===== src/rtl/mul_pkg.sv =====
// Shared constants and payload types for the multiply issue path.
// Both the issue/collect stage and the multiplier take their widths and
// latency from here so the tracking pipe always matches the datapath.
package mul_pkg;

  localparam int unsigned W              = 4;      // operand width
  localparam int unsigned TAG_W          = 2;      // opaque tag width
  localparam int unsigned MUL_LAT        = 1;      // multiplier latency (>=1)
  localparam int unsigned FIFO_DEPTH_DEF = 4;      // default result FIFO depth
  localparam int unsigned PW             = 2 * W;  // product width

  // One completed operation as held in the result FIFO.
  typedef struct packed {
    logic [PW-1:0]    p;
    logic [TAG_W-1:0] tag;
  } mul_res_t;

endpackage


===== src/rtl/mul_result_fifo.sv =====
// Synchronous result FIFO with first-word-fall-through head.
// Ports:
//   clk, rst_n - clock, synchronous active-low reset (pointers/count only)
//   clear      - synchronous discard of all entries; drops a same-cycle push
//   push, push_data - write an entry
//   pop        - consume the head entry; ignored when empty
//   head       - entry at the head (don't-care while count==0)
//   count      - number of valid entries
module mul_result_fifo #(
  parameter int unsigned DEPTH = 4,
  parameter int unsigned DW    = 8
) (
  input  logic                       clk,
  input  logic                       rst_n,
  input  logic                       clear,
  input  logic                       push,
  input  logic [DW-1:0]              push_data,
  input  logic                       pop,
  output logic [DW-1:0]              head,
  output logic [$clog2(DEPTH):0]     count
);

  localparam int unsigned AW    = $clog2(DEPTH);
  localparam int unsigned CNT_W = AW + 1;

  logic [DW-1:0] mem [DEPTH];
  logic [AW-1:0] wr_ptr;
  logic [AW-1:0] rd_ptr;
  logic          pop_ok;

  assign pop_ok = pop && (count != '0);

  // Pointer and occupancy tracking; pointers wrap modulo DEPTH.
  always_ff @(posedge clk) begin
    if (!rst_n || clear) begin
      wr_ptr <= '0;
      rd_ptr <= '0;
      count  <= '0;
    end else begin
      if (push) begin
        wr_ptr <= wr_ptr + AW'(1);
      end
      if (pop_ok) begin
        rd_ptr <= rd_ptr + AW'(1);
      end
      count <= count + CNT_W'(push) - CNT_W'(pop_ok);
    end
  end

  // Storage is not reset; contents are only observed through count.
  always_ff @(posedge clk) begin
    if (rst_n && !clear && push) begin
      mem[wr_ptr] <= push_data;
    end
  end

  assign head = mem[rd_ptr];

  // The issuer's credit scheme must never let a push land on a full FIFO.
  always_ff @(posedge clk) begin
    if (rst_n && !clear) begin
      assert (!(push && count == CNT_W'(DEPTH)));
    end
  end

endmodule


===== src/rtl/mul_issue_ctrl.sv =====
// Issue/collect stage around the fixed-latency multiplier.
// Accepts tagged operand pairs, drives them to the multiplier, tracks them
// through a valid/tag pipe matching the multiplier latency, and returns
// products in issue order through a credit-protected result FIFO.
// Ports:
//   clk, rst_n        - clock, synchronous active-low reset
//   flush             - synchronous discard of in-flight and queued work
//   in_valid/in_ready - request handshake; in_a, in_b, in_tag payload
//   mul_a, mul_b      - operands to the multiplier (zero when not firing)
//   mul_p             - product from the multiplier
//   out_valid/out_ready - result handshake; out_p, out_tag payload
//   busy              - work in flight or queued
module mul_issue_ctrl
  import mul_pkg::*;
#(
  parameter int unsigned FIFO_DEPTH = FIFO_DEPTH_DEF
) (
  input  logic             clk,
  input  logic             rst_n,
  input  logic             flush,
  input  logic             in_valid,
  output logic             in_ready,
  input  logic [W-1:0]     in_a,
  input  logic [W-1:0]     in_b,
  input  logic [TAG_W-1:0] in_tag,
  output logic [W-1:0]     mul_a,
  output logic [W-1:0]     mul_b,
  input  logic [PW-1:0]    mul_p,
  output logic             out_valid,
  input  logic             out_ready,
  output logic [PW-1:0]    out_p,
  output logic [TAG_W-1:0] out_tag,
  output logic             busy
);

  localparam int unsigned CNT_W = $clog2(FIFO_DEPTH) + 1;
  localparam int unsigned INF_W = $clog2(MUL_LAT + 1);
  localparam int unsigned CRD_W = $clog2(FIFO_DEPTH + MUL_LAT + 1);

  logic [MUL_LAT-1:0] pipe_vld;
  logic [TAG_W-1:0]   pipe_tag [MUL_LAT];
  logic [INF_W-1:0]   inflight;
  logic [CNT_W-1:0]   fifo_count;
  logic               fire;
  logic               push;
  logic               pop;
  mul_res_t           push_res;
  mul_res_t           head_res;

  // Credits: every in-flight op already owns a FIFO slot, so issue only
  // while queued + in-flight leaves room. Uses registered state only.
  assign in_ready = rst_n && !flush &&
                    ((CRD_W'(fifo_count) + CRD_W'(inflight)) < CRD_W'(FIFO_DEPTH));
  assign fire     = in_valid && in_ready;

  // Idle cycles present zeros to the multiplier.
  assign mul_a = fire ? in_a : '0;
  assign mul_b = fire ? in_b : '0;

  // Valid bits of the tracking pipe; cleared by reset or flush so any stale
  // product still inside the multiplier is never captured.
  always_ff @(posedge clk) begin
    if (!rst_n || flush) begin
      pipe_vld <= '0;
    end else begin
      pipe_vld[0] <= fire;
      for (int i = MUL_LAT - 1; i > 0; i--) begin
        pipe_vld[i] <= pipe_vld[i-1];
      end
    end
  end

  // Tags ride alongside the valid bits; qualified by pipe_vld only.
  always_ff @(posedge clk) begin
    pipe_tag[0] <= in_tag;
    for (int i = MUL_LAT - 1; i > 0; i--) begin
      pipe_tag[i] <= pipe_tag[i-1];
    end
  end

  // In-flight count for the credit check and busy.
  always_comb begin
    inflight = '0;
    for (int i = 0; i < MUL_LAT; i++) begin
      inflight = inflight + INF_W'(pipe_vld[i]);
    end
  end

  // Last pipe stage lines up with the product leaving the multiplier.
  assign push         = pipe_vld[MUL_LAT-1];
  assign push_res.p   = mul_p;
  assign push_res.tag = pipe_tag[MUL_LAT-1];
  assign pop          = out_valid && out_ready;

  mul_result_fifo #(
    .DEPTH (FIFO_DEPTH),
    .DW    ($bits(mul_res_t))
  ) u_fifo (
    .clk       (clk),
    .rst_n     (rst_n),
    .clear     (flush),
    .push      (push),
    .push_data (push_res),
    .pop       (pop),
    .head      (head_res),
    .count     (fifo_count)
  );

  assign out_valid = (fifo_count != '0);
  assign out_p     = head_res.p;
  assign out_tag   = head_res.tag;
  assign busy      = (inflight != '0) || (fifo_count != '0);

endmodule


===== config.mk =====
export PLATFORM = sky130hd
export DESIGN_NAME = mul_issue_ctrl
export DESIGN_NICKNAME = d
export VERILOG_FILES = /design/src/rtl/mul_pkg.sv /design/src/rtl/mul_result_fifo.sv /design/src/rtl/mul_issue_ctrl.sv
export SDC_FILE = /design/constraint.sdc
export NUM_CORES = 1
export LEC_CHECK = 0
export BUFFER_PORTS_ARGS = -buffer_cell sky130_fd_sc_hd__clkbuf_2
export CORE_MARGIN = 1.5
export CORE_UTILIZATION = 55
export DETAILED_ROUTE_END_ITERATION = 12
export GPL_ROUTABILITY_DRIVEN = 0
export PLACE_DENSITY = 0.81
export SYNTH_ARGS = -nofsm -noshare
export SYNTH_HDL_FRONTEND = slang
export SYNTH_SLANG_ARGS = --single-unit

===== constraint.sdc =====
create_clock -name clk -period 2.4 [get_ports clk]
set_input_delay 0.36 -clock clk [delete_from_list [all_inputs] [get_ports clk]]
set_output_delay 0.36 -clock clk [all_outputs]
set_load 0.02 [all_outputs]

-- Word-level counts from Yosys, hierarchy flattened
Memories as Yosys holds them, arrays and structs flattened. A register that Yosys moved wholly into a read port is not among the register bits.
Index checks and enable logic that the tools add are counted.
- logic and storage cells: 28
- memory bits (read-only): 0
- bits in latches: 0
- memories kept: 2
- register bits after elaboration: 8
- bits in writable memories: 42
- output and inout bits: 21
- input port bits: 23
- memories (name ; words ; width ; rd ports ; clocked after memory_dff ; write ports ; line ; text):
    u_fifo.mem ; 4 ; 10 ; 1 ; 1 ; 1 ; mul_result_fifo.sv:26 ; logic [DW-1:0] mem [DEPTH];
    pipe_tag ; 1 ; 2 ; 1 ; 0 ; 1 ; mul_issue_ctrl.sv:41 ; logic [TAG_W-1:0] pipe_tag [MUL_LAT];
- magnitude comparators: 1
- bitwise gates (word level): 0
- add/sub/neg operators: 4
- multiply operators: 0
- eq/ne operators: 0
- div/mod/pow operators: 0
- multiplexer cells: 6
- reductions and logical operators: 11
- shifts and indexed selects: 0
- operators with widths (cell ; number):
    two-way mux 4 bit ; 2
    logical AND 1 bit ; 6
    adder 2 x 1 -> 2 bit (second input constant) ; 2
    two-way mux 2 bit ; 2
    adder 3 x 1 -> 3 bit ; 1
    less-than comparator 3 bit (second input constant) ; 1
    nonzero test 3 bit ; 1
    subtractor 3 x 1 -> 3 bit ; 1
    logical NOT 1 bit ; 2
    logical OR 1 bit ; 2
    two-way mux 1 bit ; 2

-- Depth between registers and ports, before layout
- depth after elaboration: 5
- mapped depth: 6
- depth with buffers taken out: 6

-- Hierarchy
A second synthesis with hierarchy kept.
- cell total of the unflattened synthesis: 117
- area, all modules: 2103.3 um^2
- by module, submodules not included (module ; area each (um^2) ; instances ; cells an instance ; seq. area each (um^2)):
    mul_result_fifo ; 1924.3 ; 1 ; 97 ; 1381.3
    mul_issue_ctrl ; 178.9 ; 1 ; 20 ; 60.1

-- Worst setup path before layout
OpenSTA, ideal clock, no wires.
- kind: register to output
- start point: reg pipe_vld
- end point: out mul_a[0]
- arrival time: 1.522 ns
- path buffers: 0
- required time: 2.040 ns
- slack: 0.518 ns
- stages on the path, launching flop included: 5
- cell sequence: dfxtp_1 ha_1 ha_1 xor2_2 nor3_1
- cells in the longest elaborated chain, start to end: 5
- ends and longest elaborated chain (element ; line ; text):
    from (decl) ; mul_issue_ctrl.sv:40 ; logic [MUL_LAT-1:0] pipe_vld;
    from (signal, indexed assignment) ; mul_issue_ctrl.sv:68 ; pipe_vld[i] <= pipe_vld[i-1];
    adder 3 x 1 -> 3 bit ; mul_issue_ctrl.sv:53 ; ((CRD_W'(fifo_count) + CRD_W'(inflight)) < CRD_W'(FIFO_DEPTH));
    less-than comparator 3 bit ; mul_issue_ctrl.sv:53 ;
    logical AND 1 bit ; mul_issue_ctrl.sv:52 ; assign in_ready = rst_n && !flush &&
    logical AND 1 bit ; mul_issue_ctrl.sv:54 ; assign fire = in_valid && in_ready;
    two-way mux 4 bit ; mul_issue_ctrl.sv:57 ; assign mul_a = fire ? in_a : '0;
    to (decl) ; mul_issue_ctrl.sv:26 ; output logic [W-1:0] mul_a,
Every way passes these cells.

-- Worst setup path in the final report
- start point: reg pipe_vld
- end point: out mul_a[1]
The elaborated chain is that of the path after synthesis.

==> out/results.txt <==
Post-Syn Area -> 2090 um2
Crit Path Class -> register to output port
Router iterations before antenna repair -> 4
Initial Util -> 0.571
Inserted Diodes -> 0
Critical Path Start -> pipe_vld
Ys Warns -> 0
Post-layout nets -> 201
Register area share after synthesis -> 0.689
CP required -> 2040 ps
Grt total ovfl -> 0
Syn Nets -> 152
HPWL Detailed -> 2450 um
Wire length per cell -> 15.0 um
Max H-tree Level -> 2
Die area -> 4180 um2
Initial drt markers -> 25
Fin crit share -> 0.907
Die Ht -> 64.7 um
# setup viols final -> 0
Setup crit start kind -> register
Slew @ Worst Pin -> 529 ps
Placed Area -> 2360 um2
Total Neg Setup Slack -> 0 ps
Lkg Pwr -> 0.991 nW
Initial antenna violation count -> 0
CTS Sinks -> 52
Worst r2r src -> u_fifo.count[2]
Resized cells post-CTS -> 0
CTS Hold Bufs -> 0
Post-Synthesis Cells -> 121
First-pass GRT wire length -> 5570 um
TritonCTS Buffers -> 5
Vias per cell -> 5.26
Worst Setup End Kind -> output port
Skew final -> 6.65 ps
TritonCTS clock tree -> yes
Hold_ws -> 157 ps
CP arrival -> 1820 ps
Min-delay src -> in_tag[0]
Max-slew violation count -> 0
CP Cell Sequence -> ha_1 > ha_1 > xor2_2 > nor3_1 > clkbuf_2
Post-Route WL -> 3290 um
Die width -> 64.7 um
Routed via count -> 1153
Yosys reg bits -> 52
Clk root buf -> clkbuf_8
Final hold violation count -> 0
Ports -> 44
Cell row count -> 22
Routed Antenna Nets -> 0
Clk buf depth -> 2
Fin area -> 2500 um2
Most common cell after layout, fill and taps aside -> clkbuf_2
Vias in the first global route -> 1194
Core area -> 3660 um2
Clock latency on the worst-skew pair -> 300 ps
Drc violations -> 0
Post-synthesis cell type count -> 22
Area Overhead vs Synth -> 19.5%
CP most frequent cell -> ha_1
Number of max-cap violations -> 0
Unrepaired setup endpoints after global routing -> no
Crit-path slowest cell -> dfxtp_1
Fin crit period -> 2180 ps
Crit path largest cell delay -> 380 ps
Share of layout cells above drive strength 1 -> 0.380
Peak Freq -> 459 MHz
GRT Util Overall -> 0.187
Max_slew headroom -> 0.647
Hold Crit Class -> primary input to register
CP Max Fanout -> 10
Syn avg cell area -> 17.3 um2
Status -> complete, no violations
PD cells -> 701 nW/um2
Post-CTS setup buffers -> 0
Largest net degree at the start of global routing -> 18
Most frequent cells in the layout -> 43 x clkbuf_2, 40 x edfxtp_1, 12 x inv_1, 12 x dfxtp_1, 10 x mux4_2
Worst VDD drop -> 0.361 mV
Buffers on Ports -> 43
CTS clk-pin slew, worst paths -> 90 ps
-- cells by family (layout without fill, tap and decap cells) --
family	Yosys count	in the layout	synth area share
compound gates	2	2	0.00897
fa+ha+maj	8	8	0.0478
simple gates	28	28	0.0772
mux	14	14	0.127
xor+xnor	3	3	0.0227
buf+inv	14	64	0.0275
flops	52	52	0.689
-- final cells by class --
cell class / instances / area, um2
Sequential cell: 52 / 1440
Clock buffer: 5 / 68.8
Tap cell: 48 / 60.1
Timing Repair Buffer: 44 / 223
Multi-Input combinational cell: 55 / 593
Fill cell: 254 / 1160
Inverter: 12 / 45.0
Clock inverter: 3 / 68.8
-- synth_stat cells, drive strengths merged --
cell type  number  area share
edfxtp         40        0.57
inv            12       0.022
nor3            8       0.019
nand3b          3       0.011
o311ai          1      0.0042
xnor3           1       0.011
o31a            1      0.0048
or2             1      0.0030
nand2b          1      0.0030
ha              8       0.048
or3             1      0.0054
dfxtp          12        0.11
xnor2           1      0.0042
xor2            1      0.0078
mux2i           4       0.019
nor2            7       0.013
mux4           10        0.11
clkbuf          1      0.0024
and3            4       0.012
or3b            2      0.0084
buf             1      0.0036
nor2b           1      0.0030
-- metrics by stage --
step,worst slack (ps),util,total power [W],cells
finish,223,0.683,0.00175,219
global route,41.4,0.683,0.00182,219
CTS,207,0.683,0.00177,219
detailed placement,548,0.645,0.00108,211
global placement,619,0.645,0.00108,211
floorplan,518,-,0.00104,121
-- worst paths after layout --
check | to | slack (ps) | depth (start not counted)
min reg2reg | u_fifo.mem[2][1] | 490 | 0
min | pipe_tag[0][0] | 160 | 1
max reg2reg | u_fifo.count[2] | 830 | 5
max | mul_a[1] | 220 | 5
-- per-layer routing --
layer,GRT usage,share of wire,up-vias
met5,0,0,-
met1,0.206,0.40,554
met2,0.344,0.54,39
met3,0.0434,0.041,4
met4,0.0798,0.016,0
li1,-,-,556
-- worst max-delay path, delay by kind of cell, from the launching register on --
kind	cells	cell delay (ps)
buffers and inverters	1	210
DFF	1	380
adders and majority gates	2	460
xor gates and xnor gates	1	240
and+or+nand+nor	1	230
-- state kept, by name, indices dropped and copies added (netlist names), named ones only --
| register | cells |
|---|---|
| pipe_tag | 2 |
| pipe_vld | 1 |
| u_fifo.count | 3 |
| u_fifo.mem | 40 |
| u_fifo.rd_ptr | 2 |
| u_fifo.wr_ptr | 2 |
-- report_power, final --
part	total, W	switching, W	internal, W
sequential	0.000979	0.00000576	0.000973
clock	0.000690	0.000271	0.000419
combinational	0.0000830	0.0000459	0.0000372
total	0.00175	0.000323	0.00143
Power figures use the tool's default switching activity.
